--- src/rtl/branch_ctrl_unit.sv ---
// Fetch/decode/branch sequencer of the multicycle control unit.
// Non-branch opcodes are handed to the main execute FSM.
module branch_ctrl_unit #(
   parameter int         MEM_WAIT = 1,
   parameter logic [5:0] OP_BEQ   = 6'h04
) (
   input  logic       clk,
   input  logic       reset,
   input  logic [5:0] opcode,
   input  logic       exec_done,
   output logic       PCWrite,
   output logic       PCWriteCond,
   output logic [1:0] branch_ctrl,
   output logic       MemRead,
   output logic       IRWrite,
   output logic       ALUSrcA,
   output logic [1:0] ALUSrcB,
   output logic [2:0] ALUOp,
   output logic       ALUOutWrite,
   output logic [1:0] PCSource,
   output logic       exec_req,
   output logic [2:0] state_out
);

   localparam int CW = (MEM_WAIT > 0) ? $clog2(MEM_WAIT + 1) : 1;

   typedef enum logic [2:0] {
      S_RESET  = 3'd0,
      S_FETCH  = 3'd1,
      S_DECODE = 3'd2,
      S_BRANCH = 3'd3,
      S_EXEC   = 3'd4
   } state_t;

   state_t        state;
   logic [CW-1:0] cnt;
   logic [1:0]    br_sel;
   logic [5:0]    op_off;
   logic          is_branch;
   logic          last;

   // Offset from beq: the four branches occupy offsets 0..3.
   assign op_off    = opcode - OP_BEQ;
   assign is_branch = (op_off[5:2] == 4'd0);
   assign last      = (cnt == '0);

   always_ff @(posedge clk) begin
      if (reset) begin
         state  <= S_RESET;
         cnt    <= '0;
         br_sel <= 2'b00;
      end else begin
         unique case (state)
            S_RESET: begin
               state <= S_FETCH;
               cnt   <= CW'(MEM_WAIT);
            end
            S_FETCH: begin
               if (last) state <= S_DECODE;
               else      cnt   <= cnt - CW'(1);
            end
            S_DECODE: begin
               br_sel <= op_off[1:0];
               state  <= is_branch ? S_BRANCH : S_EXEC;
            end
            S_BRANCH: begin
               state <= S_FETCH;
               cnt   <= CW'(MEM_WAIT);
            end
            S_EXEC: begin
               if (exec_done) begin
                  state <= S_FETCH;
                  cnt   <= CW'(MEM_WAIT);
               end
            end
            default: state <= S_RESET;
         endcase
      end
   end

   always_comb begin
      PCWrite     = 1'b0;
      PCWriteCond = 1'b0;
      branch_ctrl = 2'b00;
      MemRead     = 1'b0;
      IRWrite     = 1'b0;
      ALUSrcA     = 1'b0;
      ALUSrcB     = 2'b00;
      ALUOp       = 3'b000;
      ALUOutWrite = 1'b0;
      PCSource    = 2'b00;
      exec_req    = 1'b0;
      unique case (state)
         S_FETCH: begin
            MemRead = 1'b1;
            ALUSrcB = 2'b01;
            ALUOp   = 3'b001;
            PCWrite = last;
            IRWrite = last;
         end
         S_DECODE: begin
            ALUSrcB     = 2'b11;
            ALUOp       = 3'b001;
            ALUOutWrite = 1'b1;
         end
         S_BRANCH: begin
            ALUSrcA     = 1'b1;
            ALUOp       = 3'b010;
            PCSource    = 2'b01;
            PCWriteCond = 1'b1;
            branch_ctrl = br_sel;
         end
         S_EXEC:  exec_req = 1'b1;
         default: ;
      endcase
   end

   assign state_out = state;

endmodule
--- config.mk ---
export PLATFORM = sky130hd
export DESIGN_NAME = branch_ctrl_unit
export DESIGN_NICKNAME = d
export VERILOG_FILES = /design/src/rtl/branch_ctrl_unit.sv
export SDC_FILE = /design/constraint.sdc
export NUM_CORES = 1
export LEC_CHECK = 0
export CAP_MARGIN = 20
export CORE_AREA = 2 2 39 41
export CTS_CLUSTER_DIAMETER = 100
export CTS_CLUSTER_SIZE = 25
export DETAILED_ROUTE_END_ITERATION = 8
export DIE_AREA = 0 0 41 43
export PLACE_DENSITY = 0.72
export SYNTH_ARGS = -nofsm -noshare
export SYNTH_HDL_FRONTEND = slang
export SYNTH_SLANG_ARGS = --single-unit
--- constraint.sdc ---
create_clock -name clk -period 3.8 [get_ports clk]
set_input_delay 0.76 -clock clk [delete_from_list [all_inputs] [get_ports clk]]
set_output_delay 0.76 -clock clk [all_outputs]
set_load 0.05 [all_outputs]
==> run_results.csv, run 1 <==
group,metric,value,unit
clocking,cts_tree,"yes",
grt,grt_overflow_total,0,
floorplan,dieArea,1760,µm²
yosys,async_flop_share,0,%
detailed_routing,vias_per_cell,4.55,
detailed_routing,met2WireLength,411,µm
sta,clock.fmax,0.329,GHz
setup_path,worstPathRequired,3.04,ns
cells_and_area,fin_nets,77,
floorplan,num_io_pins,28,
sta,tns,0,ns
detailed_routing,drc,0,
clocking,clk_pin_slew,0.04,ns
yosys,yosys.area_share.simple,31.8,%
sta,min_period_over_period,80.0,%
worst_hold_path,hold_class,"reg -> reg",
detailed_routing,wl_met1,387,µm
floorplan,core,1380,µm²
yosys,yosys-top-cells-area,"dfxtp_1 29%, buf_4 13%, nor3b_4 8.9%",
pwr,vdd_ir_drop_max,0.175,mV
sta,rsz0062_at_grt,"false",
grt,grt_pass1_wl,1.42,mm
sta,setup_viol,0,
detailed_routing,highest_layer,"met4",
cells_and_area,final_cells,82,
run,maxCapViolCount,0,
grt,antenna_found_initial,0,
yosys,syn_avg_cell_area,9.14,µm²
yosys,ys_ff_latch,6,
cells_and_area,nFillCells,150,
yosys,ys_seq_area_share,28.6,%
yosys,netlist.area_leader.share,28.6,%
floorplan,start_util,30.4,%
yosys,yosysWarnings,0,
sta,finalMaxSlewViolations,0,
sta,slew_headroom,64.4,%
detailed_routing,firstDrtPassIters,2,
detailed_routing,routed_wl,856,µm
floorplan,die_h,43,µm
place,hpwl,709,µm
grt,grt_start_max_net_pins,10,
place,io_buffers,25,
yosys,ys.flop_type,"dfxtp_1",
yosys,synth_most_common_cell,"buf_4",
setup_path,worstPathArrival,2.28,ns
grt,track_usage,12.0,%
clocking,cts_setup_buffers,0,
yosys,synth_edf_count,0,
clocking,clock-root-buffer,"clkbuf_4",
worst_hold_path,holdPathStages,2,
clocking,ctsHoldBuffers,0,
detailed_routing,wl_per_cell,10.4,µm
yosys,synth_top_family_by_area,"simple AND/OR/NAND/NOR gates",
clocking,cts_resized,0,
yosys,synth_cell_type_count,23,
detailed_routing,wl_met3,47,µm
yosys,synth_cells,46,
outcome,status,"finished clean",
pwr,power_density,480,nW/µm²
grt,grt_pass1_vias,344,
setup_path,crit_chain,"inv_1 > nor3b_1 > and2_1 > clkdlybuf4s50_1",
setup_path,worst-setup-path-type,"reg -> out",
yosys,synthMuxAreaShare,4.76,%
place,globalplace.congestion,0.774,
setup_path,critPathMaxFanout,7,
sta,tightest_slew,0.527,ns
place,numPlacedInstances,79,
detailed_routing,vias,373,
sta,hold_slack,0.494,ns
sta,fin_skew,0.000225,ns
setup_path,crit_path_end_kind,"output port",
clocking,cts.sinks,6,
cells_and_area,syn2layout_area_growth,53.6,%
clocking,cts_made_buffers,3,
clocking,clock_latency,0.23,ns
floorplan,row_count,14,
setup_path,cp-start-kind,"register",
yosys,synth_area,420,µm²
yosys,synthAdderAreaFrac,0,%
yosys,synthTopCellsByCount,"7 x buf_4, 6 x dfxtp_1, 4 x nand2b_1, 3 x nor2_1",
sta,finalHoldViolations,0,
pwr,power,0.310,mW
yosys,yosysTopAreaCell,"dfxtp_1",
floorplan,die_x,41,µm
setup_path,slowest_delay,0.80,ns
detailed_routing,ant_nets,0,
yosys,synth_compound_area_share,16.1,%
cells_and_area,diodes,0,
sta,min_period,3.04,ns
pwr,p_leak,0.238,nW
clocking,clockBufferDepth,2,
cells_and_area,drive_gt1_share,7.58,%
clocking,cts_max_level,1,
detailed_routing,dr.first_iter.drc_count,1,
setup_path,cp_slowest_cell,"clkdlybuf4s50_1",
yosys,synthXorXnorAreaFrac,0,%
setup_path,worstRegToRegCells,3,
## routing by layer
| layer | vias up | global-route usage [%] |
|---|---|---|
| met1 | 164 | 15.2 |
| met2 | 14 | 16.9 |
| li1 | 193 | - |
| met3 | 2 | 3.14 |
| met5 | - | 0 |
| met4 | 0 | 8.00 |
## layout by cell type, fill, tap and decap left out, types with 2 or more instances in the layout
| cell type | instances |
|---|---|
| a211oi_1 | 2 |
| conb_1 | 2 |
| clkbuf_4 | 3 |
| nor3b_4 | 2 |
| clkdlybuf4s50_1 | 25 |
| nor2_1 | 3 |
| or2_1 | 2 |
| and2_1 | 2 |
| nor3b_1 | 2 |
| dfxtp_1 | 6 |
| nand2b_1 | 4 |
| mux2i_1 | 2 |
| a21o_1 | 2 |
## registers in the layout, summed over array words and instances, names as in the netlist
signal,flops
br_sel,2
cnt,1
state_out,3
## report_power, final
part / internal, mW / switching [mW] / total (mW)
Combinational: 0.0645 / 0.108 / 0.173
Sequential: 0.0704 / 0.0128 / 0.0832
Clock: 0.0354 / 0.0189 / 0.0543
Total: 0.170 / 0.140 / 0.310
## final timing paths
| path | slack, ns | to | start |
|---|---|---|---|
| max | 0.76 | branch_ctrl[1] | state_out[1]$_SDFFE_PP0P_ |
| min | 0.49 | br_sel[1]$_SDFFE_PP0P_ | br_sel[1]$_SDFFE_PP0P_ |
| max reg2reg | 2.48 | state_out[2]$_SDFFE_PP0P_ | state_out[2]$_SDFFE_PP0P_ |
| min reg2reg | 0.49 | br_sel[1]$_SDFFE_PP0P_ | br_sel[1]$_SDFFE_PP0P_ |
## critical path, delay by kind of cell (launching register included)
kind                   cells  cell delay, ns
buffers and inverters      2            0.93
flip-flops                 1            0.46
AND/OR/NAND/NOR            2            0.66
## cell type report
| cell class | instances | area (µm²) | area share (%) |
|---|---|---|---|
| Multi-Input combinational cell | 31 | 229 | 35.5 |
| Tap cell | 16 | 20.0 | 3.10 |
| Inverter | 1 | 3.75 | 0.581 |
| Timing Repair Buffer | 25 | 250 | 38.8 |
| Clock buffer | 3 | 22.5 | 3.49 |
| Sequential cell | 6 | 120 | 18.6 |
## logic make-up after synthesis
logic type / after synthesis
other: 1
and+or+nand+nor: 18
buffers and inverters: 10
muxes: 2
DFF: 6
AOI/OAI and AO/OA: 9
## through the flow
stage               setup WS (ns)  util (%)  cell area [µm²]
finish                      0.760      46.7              646
floorplan                   0.130         -              424
global placement             1.07      45.0              623
global route                0.590      46.7              646
CTS                         0.738      46.7              646
detailed placement          0.992      45.0              623
Note: power is estimated with default switching activity, not from simulation.
==> run 2: changes to the inputs <==
Clock period 3.8 ns to 3 ns, I/O delays scaled along.
==> run_results.csv, run 2 (same netlist as run 1, synthesis figures left out) <==
group,metric,value,unit
setup_path,cp-start-kind,"register",
setup_path,worstPathArrival,2.17,ns
setup_path,critPathTopFamily,"buffers and inverters",
detailed_routing,dr.first_iter.drc_count,5,
clocking,ctsHoldBuffers,0,
cells_and_area,largest_reg_flops,3,
cells_and_area,syn2layout_area_growth,56.5,%
setup_path,worst-path-buf-inv,2,
setup_path,crit_chain,"inv_1 > nor3b_2 > and2_1 > clkdlybuf4s50_1",
floorplan,die_h,43,µm
sta,finalMaxSlewViolations,0,
clocking,clockBufferDepth,2,
pwr,power_density,611,nW/µm²
sta,fin_ws,0.234,ns
detailed_routing,routed_wl,894,µm
sta,finalHoldViolations,0,
clocking,cts.sinks,6,
cells_and_area,final_cell_mix,"25 x clkdlybuf4s50_1, 6 x dfxtp_1, 4 x nand2b_1",
grt,antenna_found_initial,0,
cells_and_area,nFillCells,132,
clocking,clock_latency,0.24,ns
floorplan,core,1380,µm²
cells_and_area,drive_gt1_share,10.6,%
floorplan,num_io_pins,28,
setup_path,critPathMaxFanout,7,
floorplan,row_count,14,
grt,track_usage,12.3,%
pwr,p_leak,0.243,nW
clocking,cts_tree,"yes",
detailed_routing,wl_met3,48,µm
worst_hold_path,hold_class,"reg -> reg",
detailed_routing,drc,0,
grt,grt_pass1_wl,1.41,mm
setup_path,worst-setup-path-type,"reg -> out",
sta,setup_viol,0,
place,hpwl,732,µm
sta,min_period,2.77,ns
cells_and_area,fin_nets,77,
clocking,cts_setup_buffers,0,
place,placedInstanceArea,636,µm²
sta,rsz0062_at_grt,"false",
detailed_routing,vias_per_cell,4.62,
setup_path,crit_path_end_kind,"output port",
sta,tns,0,ns
floorplan,die_x,41,µm
grt,grt_overflow_total,0,
detailed_routing,vias,379,
clocking,clock-root-buffer,"clkbuf_4",
grt,grt_start_max_net_pins,10,
detailed_routing,met2WireLength,470,µm
detailed_routing,wl_met1,365,µm
cells_and_area,design_area,658,µm²
setup_path,slowest_delay,0.80,ns
clocking,cts_made_buffers,3,
place,globalplace.congestion,0.725,
cells_and_area,diodes,0,
detailed_routing,wl_per_cell,10.9,µm
sta,clock.fmax,0.362,GHz
clocking,cts_resized,0,
cells_and_area,final_cells,82,
place,pre_cts_ws,0.479,ns
detailed_routing,highest_layer,"met4",
floorplan,start_util,30.4,%
setup_path,cp_slowest_cell,"clkdlybuf4s50_1",
cells_and_area,layout_commonest_cell,"clkdlybuf4s50_1",
place,io_buffers,25,
detailed_routing,ant_nets,0,
pwr,vdd_ir_drop_max,0.253,mV
outcome,status,"finished clean",
sta,fin_skew,0.00154,ns
grt,grt_pass1_vias,332,
place,numPlacedInstances,79,
setup_path,worstPathRequired,2.40,ns
clocking,clk_pin_slew,0.04,ns
sta,tightest_slew,0.503,ns
sta,slew_headroom,66.4,%
detailed_routing,firstDrtPassIters,4,
sta,min_period_over_period,92.2,%
run,maxCapViolCount,0,
floorplan,dieArea,1760,µm²
clocking,cts_max_level,1,
run 2: worst paths after layout:
path                              from                         to  slack (ns)  cells after the start
min reg2reg     br_sel[1]$_SDFFE_PP0P_     br_sel[1]$_SDFFE_PP0P_        0.48                      2
max reg2reg  state_out[2]$_SDFFE_PP0P_  state_out[2]$_SDFFE_PP0P_        1.66                      3
min             br_sel[1]$_SDFFE_PP0P_     br_sel[1]$_SDFFE_PP0P_        0.48                      2
max          state_out[1]$_SDFFE_PP0P_             branch_ctrl[0]        0.23                      4
run 2: worst register-to-register path, cell delays in order (launching register included):
cell and delay [ns]:
dfxtp_1 0.58, nor3b_1 0.33, nand2b_1 0.09, a221oi_1 0.25
run 2: metrics by stage:
stage	hold WS [ns]	power, mW	util (%)
3_5_place_dp	0.476	0.331	45.9
6_report	0.477	0.402	47.6
2_1_floorplan	0.452	0.276	-
3_3_place_gp	0.469	0.330	45.9
5_1_grt	0.516	0.430	47.6
4_1_cts	0.486	0.407	47.6
run 2: area by class of cell:
type                    instances  area, µm²  share of cell area [%]
repair buffers                 25        250                    38.0
flip-flops and latches          6        120                    18.3
clock buffers                   3       22.5                    3.42
multi-input cells              31        241                    36.7
well taps                      16       20.0                    3.04
inverters                       1       3.75                   0.570
run 2: where the power goes:
| group | switching, mW | internal [mW] | leakage (nW) | total [mW] |
|---|---|---|---|---|
| Combinational | 0.137 | 0.0847 | 0.180 | 0.222 |
| Sequential | 0.0178 | 0.0892 | 0.0493 | 0.107 |
| Clock | 0.0283 | 0.0452 | 0.0138 | 0.0735 |
| Total | 0.183 | 0.219 | 0.243 | 0.402 |
run 2: metal layers:
| layer | vias to the layer above | track usage (%) |
|---|---|---|
| met2 | 15 | 17.5 |
| met4 | 0 | 10.0 |
| met3 | 2 | 4.71 |
| li1 | 192 | - |
| met5 | - | 0 |
| met1 | 170 | 13.8 |
